**config.mk**
```make
export PLATFORM = sky130hd
export DESIGN_NAME = stereo_audio_deserializer
export DESIGN_NICKNAME = d
export VERILOG_FILES = /design/src/rtl/stereo_audio_pkg.sv /design/src/rtl/stereo_audio_deserializer_saturating_counter.sv /design/src/rtl/stereo_audio_deserializer.sv
export SDC_FILE = /design/constraint.sdc
export NUM_CORES = 1
export LEC_CHECK = 0
export ABC_AREA = 1
export BUFFER_PORTS_ARGS = -buffer_cell sky130_fd_sc_hd__buf_2
export CORE_ASPECT_RATIO = 0.6
export CORE_UTILIZATION = 30
export CTS_CLUSTER_SIZE = 12
export DETAILED_ROUTE_END_ITERATION = 16
export PLACE_DENSITY = 0.61
export SYNTH_ARGS = -nofsm -noshare
export SYNTH_HDL_FRONTEND = slang
export SYNTH_HIERARCHICAL = 1
export SYNTH_SLANG_ARGS = --single-unit
```
**constraint.sdc**
```tcl
create_clock -name clk -period 2.7 [get_ports clk]
set_input_delay 0.27 -clock clk [delete_from_list [all_inputs] [get_ports clk]]
set_output_delay 0.27 -clock clk [all_outputs]
set_load 0.01 [all_outputs]
```
**src/rtl/stereo_audio_pkg.sv**
```systemverilog
// ---------------------------------------------------------------------------
// stereo_audio_pkg
//   Shared definitions for the stereo audio deserializer:
//     - state_e             : pairing state (waiting for left / waiting for right)
//     - AUDIO_WIDTH_DEFAULT : default bits per channel sample
// ---------------------------------------------------------------------------
package stereo_audio_pkg;

  localparam int AUDIO_WIDTH_DEFAULT = 32;

  typedef enum logic {
    WAIT_LEFT  = 1'b0,
    WAIT_RIGHT = 1'b1
  } state_e;

endpackage

```
**src/rtl/stereo_audio_deserializer_saturating_counter.sv**
```systemverilog
// ---------------------------------------------------------------------------
// saturating_counter
//   Up-counter that sticks at all-ones. It is cleared only by reset.
//   Ports:
//     clk   in  clock
//     reset in  asynchronous active-high reset
//     inc   in  count one event this cycle
//     count out current count value
// ---------------------------------------------------------------------------
module saturating_counter #(
  parameter int width = 16
) (
  input  logic             clk,
  input  logic             reset,
  input  logic             inc,
  output logic [width-1:0] count
);

  logic [width-1:0] count_q;
  logic [width-1:0] count_d;

  always_comb begin
    count_d = count_q;
    if (inc && !(&count_q)) begin
      count_d = count_q + 1'b1;
    end
  end

  always_ff @(posedge clk or posedge reset) begin
    if (reset) begin
      count_q <= '0;
    end else begin
      count_q <= count_d;
    end
  end

  assign count = count_q;

endmodule

```
**src/rtl/stereo_audio_deserializer.sv**
```systemverilog
// ---------------------------------------------------------------------------
// stereo_audio_deserializer
//   Rebuilds left/right stereo pairs from a time-multiplexed mono stream
//   tagged with a left/right flag. Misaligned samples (a right with no
//   pending left, or a second left before its right) raise a one-cycle
//   o_sync_error pulse; the pairing resynchronises on the next left.
//
//   Optional feature: define STEREO_AUDIO_DESERIALIZER_ERRCNT_EN to add the
//   o_error_count port, a saturating count of o_sync_error pulses.
//
//   Ports:
//     clk, reset    clock, asynchronous active-high reset
//     i_valid       serial sample valid
//     i_ready       block accepts a serial sample
//     i_is_left     1 = left sample, 0 = right sample
//     i_audio       serial sample
//     o_valid       stereo pair valid
//     o_ready       consumer accepts the pair
//     o_left        left sample of the pair
//     o_right       right sample of the pair
//     o_sync_error  one-cycle pulse per misaligned sample accepted
//     o_error_count saturating misalignment count (macro only)
// ---------------------------------------------------------------------------
module stereo_audio_deserializer
  import stereo_audio_pkg::*;
#(
  parameter int audio_width     = AUDIO_WIDTH_DEFAULT,
  parameter int err_count_width = 16
) (
  input  logic                   clk,
  input  logic                   reset,
  input  logic                   i_valid,
  output logic                   i_ready,
  input  logic                   i_is_left,
  input  logic [audio_width-1:0] i_audio,
  output logic                   o_valid,
  input  logic                   o_ready,
  output logic [audio_width-1:0] o_left,
  output logic [audio_width-1:0] o_right,
  output logic                   o_sync_error
`ifdef STEREO_AUDIO_DESERIALIZER_ERRCNT_EN
  ,
  output logic [err_count_width-1:0] o_error_count
`endif
);

  state_e                 state_q,    state_d;
  logic [audio_width-1:0] staging_q,  staging_d;
  logic [audio_width-1:0] left_q,     left_d;
  logic [audio_width-1:0] right_q,    right_d;
  logic                   valid_q,    valid_d;
  logic                   sync_err_q, sync_err_d;
  logic                   in_fire;

  // A left can always be staged; a right may only complete a pair when the
  // output register is free or draining this very cycle.
  assign i_ready = (state_q == WAIT_LEFT) || !valid_q || o_ready;
  assign in_fire = i_valid && i_ready;

  always_comb begin
    state_d    = state_q;
    staging_d  = staging_q;
    left_d     = left_q;
    right_d    = right_q;
    valid_d    = valid_q;
    sync_err_d = 1'b0;

    if (valid_q && o_ready) begin
      valid_d = 1'b0;
    end

    if (in_fire) begin
      case (state_q)
        WAIT_LEFT: begin
          if (i_is_left) begin
            staging_d = i_audio;
            state_d   = WAIT_RIGHT;
          end else begin
            // Orphan right: dropped.
            sync_err_d = 1'b1;
          end
        end
        WAIT_RIGHT: begin
          if (!i_is_left) begin
            // Loading here overrides the drain-clear above, so a pair that
            // completes while the previous one drains causes no bubble.
            left_d  = staging_q;
            right_d = i_audio;
            valid_d = 1'b1;
            state_d = WAIT_LEFT;
          end else begin
            // Repeated left: the newest left replaces the staged one.
            staging_d  = i_audio;
            sync_err_d = 1'b1;
          end
        end
        default: state_d = WAIT_LEFT;
      endcase
    end
  end

  always_ff @(posedge clk or posedge reset) begin
    if (reset) begin
      state_q    <= WAIT_LEFT;
      staging_q  <= '0;
      left_q     <= '0;
      right_q    <= '0;
      valid_q    <= 1'b0;
      sync_err_q <= 1'b0;
    end else begin
      state_q    <= state_d;
      staging_q  <= staging_d;
      left_q     <= left_d;
      right_q    <= right_d;
      valid_q    <= valid_d;
      sync_err_q <= sync_err_d;
    end
  end

  assign o_valid      = valid_q;
  assign o_left       = left_q;
  assign o_right      = right_q;
  assign o_sync_error = sync_err_q;

`ifdef STEREO_AUDIO_DESERIALIZER_ERRCNT_EN
  saturating_counter #(
    .width(err_count_width)
  ) u_err_counter (
    .clk  (clk),
    .reset(reset),
    .inc  (sync_err_q),
    .count(o_error_count)
  );
`endif

endmodule

```
==> reports/metrics.csv <==
stage,metric,value,unit
status,status,"complete, no violations",
drt,residual DRC count,0,
critical_path,critical-path cell list,nand3_4 > buf_4 > nand3_2 > nand2_1 > nand2_1,
timing,unrepaired setup endpoints after global routing,no,
critical_path,Critical Path Start Type,flop,
timing,Worst slew margin,35.6,%
logic_synthesis,synthesized flop and latch total,99,
place,HPWL after detailed placement,7.01,mm
layout,Final nets,562,
timing,"Period Utilization, post-route",76.7,%
critical_path,Top delay family on crit path,simple AND/OR/NAND/NOR gates,
critical_path,"Max FO, Critical Path",46,
layout,share of layout cells above drive strength 1,25.0,%
grt,total track usage,16.1,%
cts,Root Driver,clkbuf_16,
die,Top Ports,104,
min_path,path type of the worst min-delay path,input pin to async pin,
logic_synthesis,Synth Net Count,481,
power,P_leak,2.74,nW
cts,clk sinks,99,
logic_synthesis,cell count after synthesis,443,
die,die span in x,153,µm
power,"IR drop worst, VDD",0.000282,V
place,I/O Buffers,103,
logic_synthesis,Synth Area in Simple Gates,33.8,%
die,core area,13100,µm²
run,total of max-cap violations,0,
logic_synthesis,syn_area_per_cell,9.26,µm²
timing,Max Clock Skew,0.00360,ns
cts,cts bufs inserted,9,
cts,number of H-tree levels,3,
logic_synthesis,largest family of logic cells by synthesized area,simple AND/OR/NAND/NOR gates,
grt,initial antenna violation count,2,
cts,clk slew on worst S/H paths,0.07,ns
layout,final core utilization,38.2,%
timing,slack of the critical path,0.630,ns
layout,# fillers,1330,
logic_synthesis,synth unique cells,14,
drt,ANT nets after route,0,
place,placed cell area,4710,µm²
timing,"Hold Vio Cnt, Final",0,
logic_synthesis,synthesized area,4100,µm²
place,pre-CTS WS,0.611,ns
logic_synthesis,"Top FF cell, synth",dfrtp_1,
logic_synthesis,most frequent cells after synthesis,"nand2_1 (197), dfrtp_1 (99), nand4_1 (96)",
grt,vias in the first global route,3334,
drt,Avg WL per Cell,15.7,µm
drt,Iteration-0 DRC Markers,206,
cts,worst-case clock buffer depth,2,
logic_synthesis,compound-cell area share of the yosys netlist,0,%
critical_path,worst path required time,2.92,ns
layout,Antenna Diode Count,0,
die,Rows,32,
grt,pin count of the biggest net entering global routing,99,
drt,vias,3452,
layout,Area Growth Syn to Fin,22.1,%
place,Routability Congestion,0.788,
cts,Hold Buf Count CTS,0,
critical_path,Worst R2R Start,state_q$_DFFE_PP0P_,
grt,first-pass GRT wire length,17.8,mm
logic_synthesis,async set or reset register ratio after synthesis,100,%
timing,Pins Over Slew Limit,0,
drt,via/cell ratio,4.94,
cts,Resized Gates After CTS,0,
logic_synthesis,synth warn,6,
logic_synthesis,most numerous cell in the Yosys netlist,nand2_1,
cts,CTS tree,done,
cts,Clock Latency Late Sink,0.34,ns
logic_synthesis,post-synthesis sequential area ratio,60.4,%
timing,FMAX,483,MHz
cts,post-CTS setup buffer count,0,
logic_synthesis,XOR/XNOR Fraction of Synth Area,0,%
grt,remaining global-route overflow,0,
power,Power Density,817,nW/µm²
logic_synthesis,largest cells by area after synthesis,"dfrtp_1 (60%), nand2_1 (18%), nand4_1 (15%)",
timing,total negative setup slack,0,ns
critical_path,Setup crit start,state_q$_DFFE_PP0P_,
logic_synthesis,Synth Area in Adders,0.305,%
drt,Pre-antenna DRT Iters,5,
timing,Final min period,2.07,ns
critical_path,Worst Setup Path Type,flop to flop,
critical_path,Buf/Inv on CP,1,
timing,# setup viols final,0,
logic_synthesis,number of flops mapped to enable cells by yosys,0,
critical_path,Crit path arrival time,2.30,ns
die,DIE AREA,14200,µm²
critical_path,CP max-delay cell,nand3_2,
die,die height,92.6,µm
critical_path,CP Capture Type,flop,
logic_synthesis,mux share of post-synthesis cell area,0,%
logic_synthesis,Synth area leader,dfrtp_1,
layout,design area,5010,µm²
critical_path,CP most frequent cell,nand2_1,
critical_path,Max stage delay on crit path,0.68,ns
logic_synthesis,post-synth top area share,60.4,%
timing,actual slew at the worst max-slew pin,0.967,ns
die,Initial Util,31.3,%
drt,final wirelength,11.0,mm
[path summary, 6_finish.rpt]
path                                                  end  slack, ns  depth (start not counted)
worst max-delay path            staging_q[17]$_DFFE_PP0P_       0.63                          5
worst min-delay path               o_right[9]$_DFFE_PP0P_       0.06                          2
worst max register to register  staging_q[17]$_DFFE_PP0P_       0.63                          5
worst min register to register     o_left[20]$_DFFE_PP0P_       0.46                          2
max in group asynchronous        staging_q[3]$_DFFE_PP0P_       1.86                          3
min in group clk                  o_right[25]$_DFFE_PP0P_       0.20                          3
[state kept, by name (all words and copies together) (netlist names)]
name          count
state_q           1
o_left           32
staging_q        32
o_right          32
o_valid           1
o_sync_error      1
[cell families (layout without fill, tap and decap cells)]
kind of cell	after synthesis	after routing
adder cells (fa/ha/maj)	1	1
buffers and inverters	45	131
flip-flops	99	99
AND/OR/NAND/NOR	298	298
[report_power, final]
group / switching (W) / internal [W]
clock network: 0.000576 / 0.000716
logic: 0.000514 / 0.000322
registers: 0.000173 / 0.00179
[cell usage in the layout, fill, tap and decap left out, drive strengths merged]
cell type / n
nand4: 96
inv: 3
clkbuf: 9
clkinv: 4
nor2: 1
buf: 111
dfrtp: 99
bufinv: 1
ha: 1
clkinvlp: 3
nand3: 4
nand2: 197
[cell type report]
| class | instances | area (µm²) | area share, % |
|---|---|---|---|
| Sequential cell | 99 | 2480 | 49.5 |
| Multi-Input combinational cell | 299 | 1400 | 28.0 |
| Timing Repair Buffer | 111 | 603 | 12.0 |
| Clock buffer | 9 | 225 | 4.50 |
| Tap cell | 170 | 213 | 4.25 |
| Clock inverter | 7 | 68.8 | 1.37 |
| Inverter | 4 | 18.8 | 0.375 |
[per-stage QoR]
step           power, W  std cells  hold slack [ns]
6_report        0.00409        699           0.0638
5_1_grt         0.00432        699            0.118
4_1_cts         0.00414        699           0.0762
3_5_place_dp    0.00283        683            0.448
3_3_place_gp    0.00281        683            0.438
2_1_floorplan   0.00243        443            0.420
[metal layers]
metal	GRT usage, %	vias to the layer above	wire [µm]
met3	5.19	14	827
met4	3.54	2	101
li1	-	1662	-
met2	21.8	113	4460
met1	24.4	1661	5580
met5	0	-	13
No activity file was read; power rests on OpenSTA's default activity.
